$ cat config.mk
export PLATFORM = sky130hd
export DESIGN_NAME = load_store_unit
export DESIGN_NICKNAME = d
export VERILOG_FILES = /design/src/rtl/load_store_unit.sv
export SDC_FILE = /design/constraint.sdc
export NUM_CORES = 1
export LEC_CHECK = 0
export CELL_PAD_IN_SITES_DETAIL_PLACEMENT = 2
export CELL_PAD_IN_SITES_GLOBAL_PLACEMENT = 2
export CORE_MARGIN = 5
export CORE_UTILIZATION = 19
export CTS_CLUSTER_DIAMETER = 50
export DETAILED_ROUTE_END_ITERATION = 16
export PLACE_DENSITY_LB_ADDON = 0.1
export SYNTH_ARGS = -nofsm -noshare
export SYNTH_HDL_FRONTEND = slang
export SYNTH_SLANG_ARGS = --single-unit
$ cat constraint.sdc
create_clock -name clk_i -period 2.35 [get_ports clk_i]
set_clock_uncertainty 0.15 [all_clocks]
set_input_delay 0.3525 -clock clk_i [delete_from_list [all_inputs] [get_ports clk_i]]
set_output_delay 0.3525 -clock clk_i [all_outputs]
set_load 0.1 [all_outputs]
$ cat src/rtl/load_store_unit.sv
// Load/store unit: one req/gnt/rvalid data-bus transaction per accepted command, with lane steering and load extension.
// Optional feature macro: LSU_MISALIGN_TRAP_EN (reject misaligned half/word accesses instead of force-aligning them).
module load_store_unit #(
    parameter int DATA_WIDTH = 32,
    parameter int ADDR_WIDTH = 32
) (
    input  logic                  clk_i,
    input  logic                  rst_i,
    input  logic                  lsu_req_i,
    input  logic                  lsu_we_i,
    input  logic [1:0]            lsu_size_i,
    input  logic                  lsu_sign_ext_i,
    input  logic [ADDR_WIDTH-1:0] lsu_addr_i,
    input  logic [DATA_WIDTH-1:0] lsu_wdata_i,
    output logic                  lsu_busy_o,
    output logic                  lsu_rvalid_o,
    output logic [DATA_WIDTH-1:0] lsu_rdata_o,
    output logic                  lsu_misaligned_o,
    output logic                  data_req_o,
    input  logic                  data_gnt_i,
    output logic [ADDR_WIDTH-1:0] data_addr_o,
    output logic                  data_we_o,
    output logic [3:0]            data_be_o,
    output logic [DATA_WIDTH-1:0] data_wdata_o,
    input  logic                  data_rvalid_i,
    input  logic [DATA_WIDTH-1:0] data_rdata_i
);

    typedef enum logic [1:0] {
        IDLE = 2'd0,
        REQ  = 2'd1,
        WAIT = 2'd2
    } state_t;

    localparam logic [1:0] SIZE_BYTE = 2'b00;
    localparam logic [1:0] SIZE_HALF = 2'b01;

    state_t                state;
    logic [1:0]            offset_q;
    logic [1:0]            size_q;
    logic                  sign_q;
    logic                  req_q;
    logic                  we_q;
    logic [3:0]            be_q;
    logic [ADDR_WIDTH-1:0] addr_q;
    logic [DATA_WIDTH-1:0] wdata_q;

    logic [1:0]            offset_next;
    logic [3:0]            be_next;
    logic [DATA_WIDTH-1:0] wdata_next;
    logic                  reject;

`ifdef LSU_MISALIGN_TRAP_EN
    logic misaligned_q;
    logic misaligned;

    assign misaligned = (lsu_size_i == SIZE_HALF && lsu_addr_i[0]) ||
                        (lsu_size_i[1] && lsu_addr_i[1:0] != 2'b00);
    assign reject           = misaligned;
    assign lsu_misaligned_o = misaligned_q;
`else
    assign reject           = 1'b0;
    assign lsu_misaligned_o = 1'b0;
`endif

    // Lane selection for the command presented in IDLE; size 2'b11 behaves as a word.
    always_comb begin
        // NOTE: every always_comb output gets a default first so no path can infer a latch.
        offset_next = lsu_addr_i[1:0];
        be_next     = 4'b1111;
        wdata_next  = lsu_wdata_i;
        case (lsu_size_i)
            SIZE_BYTE: begin
                be_next    = 4'b0001 << offset_next;
                wdata_next = {4{lsu_wdata_i[7:0]}};
            end
            SIZE_HALF: begin
`ifndef LSU_MISALIGN_TRAP_EN
                offset_next = {lsu_addr_i[1], 1'b0};
`endif
                be_next    = 4'b0011 << offset_next;
                wdata_next = {2{lsu_wdata_i[15:0]}};
            end
            default: begin
`ifndef LSU_MISALIGN_TRAP_EN
                offset_next = 2'b00;
`endif
                be_next    = 4'b1111;
                wdata_next = lsu_wdata_i;
            end
        endcase
    end

    always_ff @(posedge clk_i or posedge rst_i) begin
        // NOTE: state registers use non-blocking assignments so every flop samples pre-edge values.
        if (rst_i) begin
            state    <= IDLE;
            offset_q <= 2'b00;
            size_q   <= 2'b00;
            sign_q   <= 1'b0;
            req_q    <= 1'b0;
            we_q     <= 1'b0;
            be_q     <= 4'b0000;
            addr_q   <= '0;
            wdata_q  <= '0;
`ifdef LSU_MISALIGN_TRAP_EN
            misaligned_q <= 1'b0;
`endif
        end else begin
`ifdef LSU_MISALIGN_TRAP_EN
            misaligned_q <= 1'b0;
`endif
            case (state)
                IDLE: begin
                    if (lsu_req_i) begin
                        if (reject) begin
`ifdef LSU_MISALIGN_TRAP_EN
                            misaligned_q <= 1'b1;
`endif
                        end else begin
                            state    <= REQ;
                            req_q    <= 1'b1;
                            offset_q <= offset_next;
                            size_q   <= lsu_size_i;
                            sign_q   <= lsu_sign_ext_i;
                            we_q     <= lsu_we_i;
                            be_q     <= be_next;
                            addr_q   <= {lsu_addr_i[ADDR_WIDTH-1:2], 2'b00};
                            wdata_q  <= wdata_next;
                        end
                    end
                end
                REQ: begin
                    if (data_gnt_i) begin
                        state <= WAIT;
                        req_q <= 1'b0;
                    end
                end
                WAIT: begin
                    if (data_rvalid_i) begin
                        state <= IDLE;
                    end
                end
                default: begin
                    state <= IDLE;
                    req_q <= 1'b0;
                end
            endcase
        end
    end

    assign lsu_busy_o   = (state != IDLE);
    assign lsu_rvalid_o = (state == WAIT) && data_rvalid_i;
    assign data_req_o   = req_q;
    assign data_addr_o  = addr_q;
    assign data_we_o    = we_q;
    assign data_be_o    = be_q;
    assign data_wdata_o = wdata_q;

    logic [DATA_WIDTH-1:0] shifted;

    always_comb begin
        shifted     = data_rdata_i >> {offset_q, 3'b000};
        lsu_rdata_o = '0;
        if (lsu_rvalid_o && !we_q) begin
            case (size_q)
                SIZE_BYTE: lsu_rdata_o = {{(DATA_WIDTH-8){sign_q & shifted[7]}}, shifted[7:0]};
                SIZE_HALF: lsu_rdata_o = {{(DATA_WIDTH-16){sign_q & shifted[15]}}, shifted[15:0]};
                default:   lsu_rdata_o = shifted;
            endcase
        end
    end

endmodule

[Word-level counts from Yosys, hierarchy flattened]
Index checks and enable logic that the tools add are counted.
Storage, ports and cells
  register bits after elaboration: 75
  input port bits: 105
  output and inout bits: 105
  logic and storage cells: 44
Cells by class
  equality and inequality tests: 7
  shifts and indexed selects: 3
  multiplexer cells: 12
  bitwise operators: 3
  reductions and logical operators: 10
Operators with widths (number)
  $pmux 32 s2: 2
  $mux 32: 1
  $shr 32x5->32: 1
  $pmux 4 s2: 1
  $eq 2x1->1 const B: 3
  $logic_not 2->1: 3
  $mux 2: 3
  $ne 2x2->1 const B: 3
  $pmux 2 s3: 1
  $reduce_and 3->1: 2
  $pmux 2 s2: 1
  $shl 1x2->4 const A: 1
  $shl 2x2->4 const A: 1
  $pmux 1 s3: 1
  $and 1x1->1: 2
  $eq 2x2->1 const B: 1
  $logic_and 1x1->1: 2
  $mux 1: 2
  $reduce_and 2->1: 1
  $reduce_bool 2->1: 1
  $logic_not 1->1: 1
  $not 1->1: 1

[Longest topological paths before layout]
Gate-level depths: netlist of run 1.
  word-level depth: 4
  mapped depth: 6
  depth with buffers taken out: 4

[Least setup slack after synthesis of run 1]
No wires, ideal clock.
  path kind: reg-to-output
  start: register we_q (netlist: data_we_o)
  end: output port lsu_rdata_o[0]
  arrival time: 3.630 ns
  slack: -1.782 ns
  cell stages (with the launch flop): 4
  buffers on the path: 1
  path through: dfrtp_1 -> nand4bb_4 -> clkbuf_1 -> a211oi_1
On the way
  longest elaborated chain between the ends: 3
Ends and longest elaborated chain
  start: declaration: RTL line 43  | logic we_q;
  start signal: assignment: RTL line 126  | we_q <= lsu_we_i;
  $logic_not 1->1: RTL line 165  | if (lsu_rvalid_o && !we_q) begin
  $logic_and 1x1->1: RTL line 165
  $mux 32: RTL line 165
  end: declaration: RTL line 17  | output logic [DATA_WIDTH-1:0] lsu_rdata_o,
No other way between the ends.

[Final worst setup path of run 1]
  start: register offset_q[1]
  end: output port lsu_rdata_o[12]
On the way
  longest elaborated chain between the ends: 4
Ends and longest elaborated chain
  start: declaration: RTL line 39  | logic [1:0] offset_q;
  start signal: assignment: RTL line 123  | offset_q <= offset_next;
  $shr 32x5->32 (*): RTL line 163  | shifted = data_rdata_i >> {offset_q, 3'b000};
  $and 1x1->1: RTL line 167  | SIZE_BYTE: lsu_rdata_o = {{(DATA_WIDTH-8){sign_q & shifted[7]}}, shifted[7:0]};
  $pmux 32 s2 (*): RTL line 166  | case (size_q)
  $mux 32 (*): RTL line 165
Mark *: on every way between the ends. The rest lies on a longest branch, timed or not.

==> flow_summary.ini, run 1 <==
[die]
die_area_um2 = 24200
fp.dieH_um = 156
rows = 53
initial_utilization_pct = 19.2
num_io_pins = 210
die_w_um = 156
core-area_um2 = 21000

[place]
post-dp-hpwl_um = 13600
gp_congestion = 0.729
dp_slack_ns = -0.489
placed_area_um2 = 7040
port_buffers = 206

[cells_and_area]
fin_area_um2 = 7610
drive_above_1_share_pct = 33.7
diodes = 0
mostFrequentLayoutCells = 144 x nand2_1, 103 x clkdlybuf4s50_1, 101 x buf_4, 73 x dfrtp_1, 45 x buf_12
nFillCells = 2305
area_growth_syn_to_layout_pct = 88.9
final_common_cell = nand2_1
final_nets = 803

[critical_path]
timing.rr.start = state[1]$_DFFE_PP0P_
arrival_ns = 2.05
cp_slowest_cell = mux4_2
crit_path_end_kind = output pin
path_cells = buf_6, buf_6, mux4_2, nand2_2, a21o_4, nor2_4, buf_12
crit_family = multiplexers
cpPeakStageDelay_ns = 0.53
worstSetupPathType = reg -> out
r2r_end = data_wdata_o[31]$_DFFE_PP0P_
crit_path_start_kind = flop
path_buf_inv = 3
worst_ep_required_time_ns = 1.85
cpMostUsedCell = buf_6
r2r_cells = 4
r2r_slack_ns = 0.73
crit_fanout = 7

[timing]
finalSetupViolCount = 31
fin_crit_sh_pct = 109
finalMaxSlewViolations = 0
fmax_mhz = 392
setup_slack_ns = -0.200
rsz0062_at_grt = yes
finalHoldViolations = 0
timing.final.crit_period_ns = 2.55

[logic_synthesis]
async_flop_share_pct = 100
netlist.area_leader.share_pct = 46.6
yosysWarningCount = 0
syn_area_um2 = 4030
synth_top_cell_by_area = dfrtp_1
synth_area_leaders = dfrtp_1 47%, nand2_1 14%, mux2i_1 10%, nor2_1 4.1%, a211oi_1 3.9%
syn_avg_cell_area_um2 = 8.70
synth_flop_cell = dfrtp_1
ys_types = 38
synth_seq_cells = 75
yosysSeqAreaShare_pct = 46.6
syn_inst = 463
synth-edff-count = 0

[global_routing]
grt_max_degree = 78
grt_pass1_wl_um = 28100
grt_use_total_pct = 14.8
globalRouteOverflowTotal = 0
grt_pass1_vias = 4827
grt_antenna_before_repair = 1

[pwr]
peakVddDrop_uv = 789
p_leak_nw = 3.36
p_per_area_nw_per_um2 = 1470
fin_total_pwr_mw = 11.2

[clocking]
clkTransAtPathRegs_ns = 0.07
root_buffer = clkbuf_16
clock_latency_ns = 0.34
cts_buffer_depth = 2
htree_levels = 3
clock_sinks = 75
cts_made_buffers = 9
cts_tree = built
postCtsHoldBufs = 0

[worst_hold_path]
hold-path-cell-count = 2
hold_path_class = in -> reg
hold_path_end = state[1]$_DFFE_PP0P_
hold_start = data_rvalid_i

[outcome]
violations = setup timing
outcome = finished with violations

[route]
drt_iter0_markers = 75
ant_nets = 0
vias_per_cell = 4.30
wl_per_cell_um = 18.5
vias = 4207
route.detailed.drc = 0
drt_first_pass_iters = 4
wirelength_um = 18100

[flow_run]
max-cap-violations = 0
==> through the flow <==
step / utilization, % / hold WS [ns] / instances / setup TNS, ns
final: 36.3 / 0.177 / 978 / -4.75
after global routing: 36.3 / 0.205 / 978 / -6.94
after CTS: 36.2 / 0.334 / 977 / -5.08
after detailed placement: 33.6 / 0.318 / 954 / -9.21
after global placement: 33.6 / 0.312 / 954 / -8.16
after floorplan: - / 0.289 / 465 / -2.61
==> report_power, final <==
group          leakage [nW]  switching, mW  internal, mW
Sequential            0.898          0.378          1.86
Clock                 0.125          0.586         0.716
Combinational          2.34           5.76          1.90
Total                  3.36           6.73          4.47
==> final cells by class <==
type / instances / area (um2) / share of cell area [%]
Timing Repair Buffer: 255 / 2800 / 36.8
Multi-Input combinational cell: 351 / 2280 / 30.0
Sequential cell: 75 / 1880 / 24.7
Clock buffer: 10 / 229 / 3.01
Tap cell: 275 / 344 / 4.52
Inverter: 6 / 26.3 / 0.345
Clock inverter: 6 / 41.3 / 0.543
==> flip-flops by register name, indices dropped and copies added (netlist names) <==
register      count
data_wdata_o     32
data_be_o         4
offset_q          2
sign_q            1
size_q            2
data_req_o        1
data_addr_o      30
state             2
data_we_o         1
==> worst max path at each step <==
stage                                        from              end  slack (ns)  cells past startpoint
after floorplan             data_we_o$_DFFE_PP0P_  lsu_rdata_o[16]       -0.20                      3
after global placement           data_rdata_i[23]  lsu_rdata_o[20]       -0.43                      7
after detailed placement         data_rdata_i[23]  lsu_rdata_o[19]       -0.49                      6
after CTS                 offset_q[1]$_DFFE_PP0P_  lsu_rdata_o[13]       -0.21                      7
after global routing      offset_q[1]$_DFFE_PP0P_  lsu_rdata_o[19]       -0.28                      8
final                     offset_q[1]$_DFFE_PP0P_  lsu_rdata_o[12]       -0.20                      7
==> cell families after synthesis <==
| kind of cell | synth area share (%) |
|---|---|
| buffers and inverters | 5.37 |
| flip-flops | 46.6 |
| other | 0.0931 |
| XOR/XNOR | 0.217 |
| AO/OA/AOI/OAI | 12.3 |
| AND/OR/NAND/NOR | 24.3 |
| multiplexers | 11.1 |
==> cells in the mapped netlist (2+ instances only) <==
library cell / number
nor2_1: 44
mux2i_1: 41
a21oi_1: 28
inv_1: 6
buf_4: 10
nor2b_1: 8
nand3b_1: 2
dfrtp_1: 75
nand2_1: 152
nand3_1: 4
buf_6: 2
o31ai_1: 2
buf_1: 2
clkbuf_1: 5
o21ai_2: 3
buf_2: 14
a211oi_1: 21
o21ai_0: 23
a31oi_1: 2
==> what timing repair did <==
| item | CTS | global route |
|---|---|---|
| pin swaps | 14 | 6 |
| buffers inserted | 5 | 1 |
| cloned | 2 | 0 |
| gates resized for setup | 32 | 6 |
| endpoints found under the setup margin | 32 | 32 |
==> per-layer routing <==
metal / vias up / track usage [%] / wire [um]
li1: 1999 / - / -
met1: 2074 / 18.1 / 7640
met2: 119 / 25.6 / 9040
met3: 13 / 4.91 / 1250
met4: 2 / 3.13 / 159
met5: - / 0 / 13
==> worst register-to-register path: stages, from the launching register on <==
cell and delay [ns]:
dfrtp_1 0.53, inv_1 0.17, nand3b_1 0.17, buf_12 0.29
o21ai_0 0.18
(Power assumes the default switching activity.)
==> run 2: changes to the inputs <==
TNS_END_PERCENT = 100   (was not set)
==> results of run 2 <==
No change in the layout: final DEF, timing and power equal those of run 1.
